[config.mk]
export PLATFORM = sky130hd
export DESIGN_NAME = widget_motion
export DESIGN_NICKNAME = d
export VERILOG_FILES = /design/src/rtl/vga_pkg.sv /design/src/rtl/axis_step.sv /design/src/rtl/widget_motion.sv
export SDC_FILE = /design/constraint.sdc
export NUM_CORES = 1
export LEC_CHECK = 0
export ABC_CLOCK_PERIOD_IN_PS = 11300
export CORE_ASPECT_RATIO = 0.7
export CORE_MARGIN = 2
export CORE_UTILIZATION = 40
export DETAILED_ROUTE_END_ITERATION = 10
export PLACE_DENSITY = 0.64
export SYNTH_ARGS = -nofsm -noshare
export SYNTH_HDL_FRONTEND = slang
export SYNTH_HIERARCHICAL = 1
export SYNTH_SLANG_ARGS = --single-unit
[constraint.sdc]
create_clock -name CLK_100MHz -period 11.3 [get_ports CLK_100MHz]
set_input_delay 2.26 -clock CLK_100MHz [delete_from_list [all_inputs] [get_ports CLK_100MHz]]
set_output_delay 2.26 -clock CLK_100MHz [all_outputs]
set_load 0.01 [all_outputs]
[src/rtl/vga_pkg.sv]
// Shared widget/VGA constants and the motion FSM state type.
package vga_pkg;

  localparam int POS_W        = 11;
  localparam int H_ACTIVE_DEF = 640;
  localparam int V_ACTIVE_DEF = 480;

  typedef enum logic [1:0] {
    IDLE,
    ARMED,
    UPDATE,
    HOLD
  } state_t;

endpackage

[src/rtl/axis_step.sv]
// One-axis bounce step: next position, next direction and reflect flag.
module axis_step
  import vga_pkg::*;
#(
  parameter int ACTIVE = H_ACTIVE_DEF
) (
  input  logic [POS_W-1:0] pos,
  input  logic [8:0]       size,
  input  logic [4:0]       del,
  input  logic             dir,
  output logic [POS_W-1:0] pos_next,
  output logic             dir_next,
  output logic             hit
);

  localparam logic [11:0] LIM = 12'(ACTIVE);

  logic [11:0] ps;
  logic [11:0] sz;
  logic [11:0] dl;
  logic [11:0] far;
  logic [11:0] edge_pos;

  assign ps       = {1'b0, pos};
  assign sz       = {3'b0, size};
  assign dl       = {7'b0, del};
  assign far      = ps + sz + dl;
  assign edge_pos = LIM - sz;

  always_comb begin
    pos_next = pos;
    dir_next = dir;
    hit      = 1'b0;
    if (sz >= LIM) begin
      pos_next = '0;
    end else if (del != '0) begin
      if (dir) begin
        if (far > LIM) begin
          pos_next = edge_pos[POS_W-1:0];
          dir_next = 1'b0;
          hit      = 1'b1;
        end else begin
          pos_next = pos + {6'b0, del};
        end
      end else begin
        if (ps < dl) begin
          pos_next = '0;
          dir_next = 1'b1;
          hit      = 1'b1;
        end else begin
          pos_next = pos - {6'b0, del};
        end
      end
    end
  end

endmodule

[src/rtl/widget_motion.sv]
// Per-frame bouncing widget position, stepped once per VBlank.
// Optional WIDGET_MOTION_BOUNCE_CNT_EN adds an 8-bit bounce counter.
module widget_motion
  import vga_pkg::*;
#(
  parameter int H_ACTIVE = H_ACTIVE_DEF,
  parameter int V_ACTIVE = V_ACTIVE_DEF
) (
  input  logic             CLK_100MHz,
  input  logic             Reset,
  input  logic             enable,
  input  logic             VBlank,
  input  logic             run,
  input  logic [8:0]       xSize,
  input  logic [8:0]       ySize,
  input  logic [4:0]       delX,
  input  logic [4:0]       delY,
  input  logic [POS_W-1:0] firstX,
  input  logic [POS_W-1:0] firstY,
  output logic [POS_W-1:0] posX,
  output logic [POS_W-1:0] posY,
  output logic             dirX,
  output logic             dirY,
  output logic             bounce
`ifdef WIDGET_MOTION_BOUNCE_CNT_EN
  ,
  output logic [7:0]       bounceCount
`endif
);

  state_t state;
  state_t state_nxt;
  logic   vblank_q;

  logic [POS_W-1:0] nx;
  logic [POS_W-1:0] ny;
  logic             ndx;
  logic             ndy;
  logic             hx;
  logic             hy;

  axis_step #(.ACTIVE(H_ACTIVE)) u_x (
    .pos     (posX),
    .size    (xSize),
    .del     (delX),
    .dir     (dirX),
    .pos_next(nx),
    .dir_next(ndx),
    .hit     (hx)
  );

  axis_step #(.ACTIVE(V_ACTIVE)) u_y (
    .pos     (posY),
    .size    (ySize),
    .del     (delY),
    .dir     (dirY),
    .pos_next(ny),
    .dir_next(ndy),
    .hit     (hy)
  );

  always_comb begin
    state_nxt = state;
    unique case (state)
      IDLE: begin
        if (VBlank && !vblank_q && run)
          state_nxt = ARMED;
      end
      ARMED: begin
        // VBlank falling or run dropping beats a same-cycle enable
        if (!VBlank || !run)
          state_nxt = IDLE;
        else if (enable)
          state_nxt = UPDATE;
      end
      UPDATE: state_nxt = HOLD;
      HOLD: begin
        if (!VBlank)
          state_nxt = IDLE;
      end
      default: state_nxt = IDLE;
    endcase
  end

  always_ff @(posedge CLK_100MHz) begin
    if (!Reset) begin
      state    <= IDLE;
      vblank_q <= 1'b0;
      posX     <= firstX;
      posY     <= firstY;
      dirX     <= 1'b1;
      dirY     <= 1'b1;
      bounce   <= 1'b0;
    end else begin
      state    <= state_nxt;
      vblank_q <= VBlank;
      bounce   <= 1'b0;
      if (state == UPDATE) begin
        posX   <= nx;
        posY   <= ny;
        dirX   <= ndx;
        dirY   <= ndy;
        bounce <= hx | hy;
      end
    end
  end

`ifdef WIDGET_MOTION_BOUNCE_CNT_EN
  always_ff @(posedge CLK_100MHz) begin
    if (!Reset)
      bounceCount <= '0;
    else if (state == UPDATE && (hx || hy))
      bounceCount <= bounceCount + 8'd1;
  end
`endif

endmodule

==> run_results.csv, run 1 <==
group,metric,value,unit
timing,relSlewSlack,27.2,%
floorplanning,core_area,11600,um2
setup_path,cp_data_arrival_time,6320,ps
synth,yosysSeqAreaShare,16.6,%
placement,dp_hpwl,10.4,mm
worst_hold_path,min_path_type,"flop to flop",
synth,ys_seq_elements,28,
timing,rsz0062_at_grt,"false",
timing,worst_slew_pin_slew,1090,ps
drt,drtPass1Iterations,5,
setup_path,reg2reg_from,"posX[1]",
clock_tree,clkTransAtPathRegs,70,ps
finish,syn_to_final_growth,20.3,%
placement,dpl.cell_count,767,
worst_hold_path,hold_end,"bounce",
setup_path,cpMostUsedCell,"fa_1",
worst_hold_path,min_path_cells,2,
synth,async_flop_share,0,%
pwr,peakVddDrop,86.0,uV
finish,stdcell_count,771,
synth,syn_inst,552,
setup_path,slowest_delay,540,ps
floorplanning,die-area,12700,um2
floorplanning,die_w,134,um
drt,avgViaCountPerCell,5.60,
clock_tree,cts_hold_buf,0,
global_route,grt_max_degree,29,
timing,hold_slack,508,ps
clock_tree,cts_tree,"yes",
placement,pre_cts_ws,4760,ps
drt,routed_wl,13.1,mm
floorplanning,rows,33,
drt,vias,4318,
timing,min_period,6300,ps
drt,drtIter0Drc,509,
global_route,groute.usage.overall,20.7,%
clock_tree,cts_sinks,28,
timing,hold_viol_final,0,
finish,utilization,48.8,%
setup_path,r2r-end,"posX[8]",
timing,setup_violations,0,
synth,netlist_area,4700,um2
setup_path,crit_path_top_delay_cell,"fa_1",
synth,synth_area_per_cell,8.52,um2
run,cap_violations,0,
setup_path,path_cells,"clkdlybuf4s50_1 -> fa_1 -> ha_1 -> inv_1 -> fa_1 -> and2b_1 -> a21oi_1 -> nor4_1 -> nand3b_1 -> o31ai_2 -> nand4_1 -> a31oi_4 -> nor3_1 -> a211o_1 -> mux2_2",
drt,wl_per_cell,17.0,um
clock_tree,postCtsSetupBuffers,0,
clock_tree,clock-root-buffer,"clkbuf_16",
drt,drtAntennaViolNets,0,
outcome,outcome,"finished clean",
floorplanning,initial_core_util,40.5,%
global_route,antenna_found_initial,0,
finish,antenna_cells,0,
timing,finalSetupTns,0,ps
setup_path,worst_setup_path_start_kind,"primary input",
pwr,power_density,143,nW/um2
timing,fin_worst_skew,9.94,ps
timing,fmax,159,MHz
floorplanning,die_h,94.7,um
clock_tree,cts_buffers,3,
global_route,grt_pass1_wl,20.9,mm
global_route,overflow,0,
synth,yosysWarnings,6,
pwr,totalPowerFinal,807,uW
setup_path,crit_path_end_kind,"flop",
drt,drc,0,
clock_tree,ctsResizeCount,0,
finish,most-common-layout-cells,"78 x clkdlybuf4s50_1, 51 x nor2_1, 48 x ha_1, 43 x inv_1",
setup_path,r2r_slack,6960,ps
placement,gp_congestion,0.866,
timing,fin_crit_sh,55.8,%
finish,nNetsFinal,734,
finish,post_route_cells_drive_above_1_share,8.14,%
floorplanning,ios,80,
synth,synth_cell_types,76,
synth,synth_ff_type,"edfxtp_1",
synth,synth_edf_count,22,
finish,final_common_cell,"clkdlybuf4s50_1",
pwr,power_leakage,2.32,nW
timing,final_max_slew_viol_count,0,
finish,fin_area,5660,um2
timing,fin_ws,5000,ps
setup_path,rr_worst_depth,14,
clock_tree,clockBufferDepth,2,
setup_path,critPathRequiredTime,11320,ps
setup_path,path_class,"primary input to flop",
synth,syn_nets,671,
global_route,first_global_vias,3933,
clock_tree,h-tree-depth,1,
placement,placed_area,5550,um2
setup_path,crit_fanout,14,
placement,portBuffers,79,
clock_tree,clk_latency,270,ps
[synth_stat cells (4+ instances only)]
master	instances	area (um2)
a21o_1	7	52.6
a21oi_1	29	145
a31oi_1	9	56.3
clkbuf_1	13	48.8
dfxtp_1	6	120
edfxtp_1	22	661
fa_1	16	320
ha_1	48	601
inv_1	43	161
mux2_2	10	113
mux2_4	15	225
mux2i_1	17	170
nand2_1	35	131
nand2b_1	10	62.6
nand3_1	12	60.1
nand4_1	9	56.3
nor2_1	51	191
nor2b_1	6	37.5
nor3_1	14	70.1
nor4_1	7	43.8
nor4b_1	5	43.8
o21ai_0	35	175
o21ai_1	11	55.1
o21bai_1	4	30.0
or3_1	7	43.8
xnor2_1	19	166
xor2_1	17	149
[final cells by class]
| cell class | instances | area [um2] |
|---|---|---|
| fillers | 1101 | 5940 |
| multi-input cells | 460 | 3630 |
| repair buffers | 79 | 786 |
| flip-flops and latches | 28 | 781 |
| well taps | 157 | 196 |
| inverters | 43 | 161 |
| clock buffers | 3 | 75.1 |
| clock inverters | 1 | 30.0 |
[report_power, final]
part | leakage, nW | internal, mW | total [mW] | switching (mW)
Combinational | 2.00 | 0.256 | 0.525 | 0.270
Clock | 0.0511 | 0.0707 | 0.109 | 0.0380
Sequential | 0.267 | 0.135 | 0.173 | 0.0377
[how the worst max path moves through the flow]
stage	cells past startpoint	slack (ps)	startpoint	endpoint
finish	15	5000	delX[1]	posX[8]
global placement	17	4880	xSize[0]	posX[5]
detailed placement	15	4760	delX[1]	posX[8]
floorplan	15	5850	xSize[1]	posX[2]
global route	17	4720	xSize[0]	posX[8]
CTS	15	5060	delX[1]	posX[8]
[critical path, delay by kind of cell]
kind | cells | cell delay [ps]
mux | 1 | 260
simple gates | 5 | 1030
compound gates | 4 | 1100
buf+inv | 2 | 570
fa+ha+maj | 3 | 1100
[registers in the layout, indices dropped and copies added, names as in the netlist, named ones only]
name      cells
bounce        1
dirX          1
dirY          1
posX         11
posY         11
state         1
vblank_q      1
[routing by layer]
metal / global-route usage [%] / part of all wire, %
met5: 0 / 0
met4: 1.24 / 0.18
met3: 3.44 / 7.5
met2: 29.5 / 39
met1: 33.6 / 53
[logic make-up after synthesis]
kind of cell	count (synthesis)	share of synthesized area [%]
and+or+nand+nor	181	20.4
AOI/OAI and AO/OA	137	19.7
adders and majority gates	64	19.6
DFF	28	16.6
buffers and inverters	64	6.25
xor gates and xnor gates	36	6.70
muxes	42	10.8
Note: power is estimated with default switching activity, not from simulation.
==> inputs of run 2 (changes only) <==
Settings changed: ABC_CLOCK_PERIOD_IN_PS 11300 to 6250.
Clock period 11.3 ns to 6.25 ns, I/O delays scaled along.
==> run 2 against run 1 <==
Sequential cell count unchanged. Clock skew about the same. Hold slack better by 2.3 ps. Combinational power up 82%. First-iteration DRC count down 21%. Wire length up 0.59%. Die area unchanged.
==> run_results.csv, run 2 (synthesis gave the netlist of run 1 again) <==
group,metric,value,unit
finish,antenna_cells,0,
floorplanning,die_h,94.7,um
timing,fmax,188,MHz
clock_tree,cts_tree,"yes",
drt,drtIter0Drc,401,
clock_tree,h-tree-depth,1,
drt,routed_wl,13.2,mm
timing,final_max_slew_viol_count,0,
floorplanning,die_w,134,um
clock_tree,cts_buffers,3,
floorplanning,core_area,11600,um2
clock_tree,clk_latency,280,ps
global_route,groute.usage.overall,21.2,%
drt,avgViaCountPerCell,5.60,
floorplanning,initial_core_util,40.5,%
finish,nNetsFinal,734,
worst_hold_path,min_path_type,"flop to flop",
timing,min_period,5330,ps
clock_tree,postCtsSetupBuffers,0,
placement,dp_hpwl,10.5,mm
global_route,antenna_found_initial,0,
pwr,peakVddDrop,111,uV
finish,fillers,1107,
clock_tree,clockBufferDepth,2,
clock_tree,cts_hold_buf,0,
setup_path,r2r-end,"posX[8]",
setup_path,path_class,"primary input to flop",
floorplanning,rows,33,
drt,vias,4315,
drt,wl_per_cell,17.1,um
timing,fin_worst_skew,9.56,ps
outcome,outcome,"finished clean",
setup_path,slowest_delay,570,ps
pwr,power_density,259,nW/um2
finish,multi_input_area,3630,um2
clock_tree,ctsResizeCount,0,
placement,portBuffers,79,
floorplanning,ios,80,
setup_path,critPathRequiredTime,6280,ps
setup_path,cpMostUsedCell,"fa_1",
finish,reg.largest.list,"posX: 11 flops, posY: 11 flops",
timing,worst_slew_pin_slew,1080,ps
setup_path,crit_path_end_kind,"flop",
worst_hold_path,min_path_cells,2,
timing,finalSetupTns,0,ps
drt,drtPass1Iterations,5,
setup_path,cp_data_arrival_time,5350,ps
timing,rsz0062_at_grt,"false",
global_route,grt_max_degree,29,
finish,most-common-layout-cells,"78 x clkdlybuf4s50_1, 51 x nor2_1, 48 x ha_1, 43 x inv_1",
setup_path,r2r_slack,1870,ps
floorplanning,die-area,12700,um2
clock_tree,cts_sinks,28,
drt,drtAntennaViolNets,0,
global_route,grt_pass1_wl,21.3,mm
pwr,power_leakage,2.32,nW
drt,drc,0,
setup_path,path_cells,"clkdlybuf4s50_1 -> fa_1 -> ha_1 -> inv_1 -> fa_1 -> and2b_1 -> a21oi_1 -> nor4_1 -> nand3b_1 -> o31ai_2 -> a31oi_1 -> a31oi_4 -> nor3_1 -> a211o_1 -> mux2_2",
finish,post_route_cells_drive_above_1_share,8.14,%
finish,utilization,48.8,%
global_route,first_global_vias,4032,
finish,syn_to_final_growth,20.3,%
finish,final_common_cell,"clkdlybuf4s50_1",
clock_tree,clkTransAtPathRegs,70,ps
timing,hold_viol_final,0,
timing,setup_violations,0,
timing,relSlewSlack,27.8,%
setup_path,worst_setup_path_start_kind,"primary input",
setup_path,crit_fanout,14,
setup_path,crit_path_top_delay_cell,"a31oi_4",
run,cap_violations,0,
placement,gp_congestion,0.866,
timing,fin_crit_sh,85.2,%
worst_hold_path,hold_end,"bounce",
global_route,overflow,0,
setup_path,rr_worst_depth,14,
clock_tree,clock-root-buffer,"clkbuf_16",
setup_path,reg2reg_from,"posX[1]",
finish,regArea,781,um2
-- run 2: cell counts in the layout (fill, tap and decap cells not counted) --
No cell type changed its count.
-- run 2: layout make-up --
type	count	area share [%]
clock inverters	1	0.531
well taps	157	3.47
inverters	43	2.85
repair buffers	79	13.9
clock buffers	3	1.33
multi-input cells	460	64.1
flip-flops and latches	28	13.8
-- run 2: critical path: cells and delay by family --
| family | cells | cell delay [ps] |
|---|---|---|
| AO/OA/AOI/OAI | 5 | 1310 |
| adder cells (fa/ha/maj) | 3 | 1090 |
| AND/OR/NAND/NOR | 4 | 860 |
| buffers and inverters | 2 | 580 |
| multiplexers | 1 | 260 |
-- run 2: metrics by stage --
step,cell area (um2),hold slack (ps),total power [mW],std cells,setup slack [ps]
floorplan,4700,466,1.01,552,1810
global placement,5550,492,1.23,767,839
detailed placement,5550,493,1.26,767,670
CTS,5660,505,1.47,771,962
global route,5660,553,1.59,771,701
finish,5660,511,1.47,771,923
-- run 2: per-layer routing --
layer / wire length, um / vias to the layer above / global-route usage (%)
met5: 0 / - / 0
met4: 13 / 0 / 1.60
met3: 983 / 3 / 4.08
met2: 5190 / 151 / 30.1
met1: 6980 / 2034 / 33.7
li1: - / 2127 / -
-- run 2: power by group --
part / internal (mW) / switching, mW / total, mW
clock: 0.128 / 0.0714 / 0.199
sequential: 0.244 / 0.0670 / 0.311
combinational: 0.463 / 0.494 / 0.957
-- run 2: how the worst max path moves through the flow --
stage / startpoint / endpoint / slack [ps]
after floorplan: xSize[1] / posX[2] / 1810
after global placement: xSize[0] / posX[5] / 840
after detailed placement: delX[1] / posX[8] / 670
after CTS: delX[1] / posX[8] / 960
after global routing: xSize[0] / posX[8] / 700
final: delX[1] / posX[8] / 920
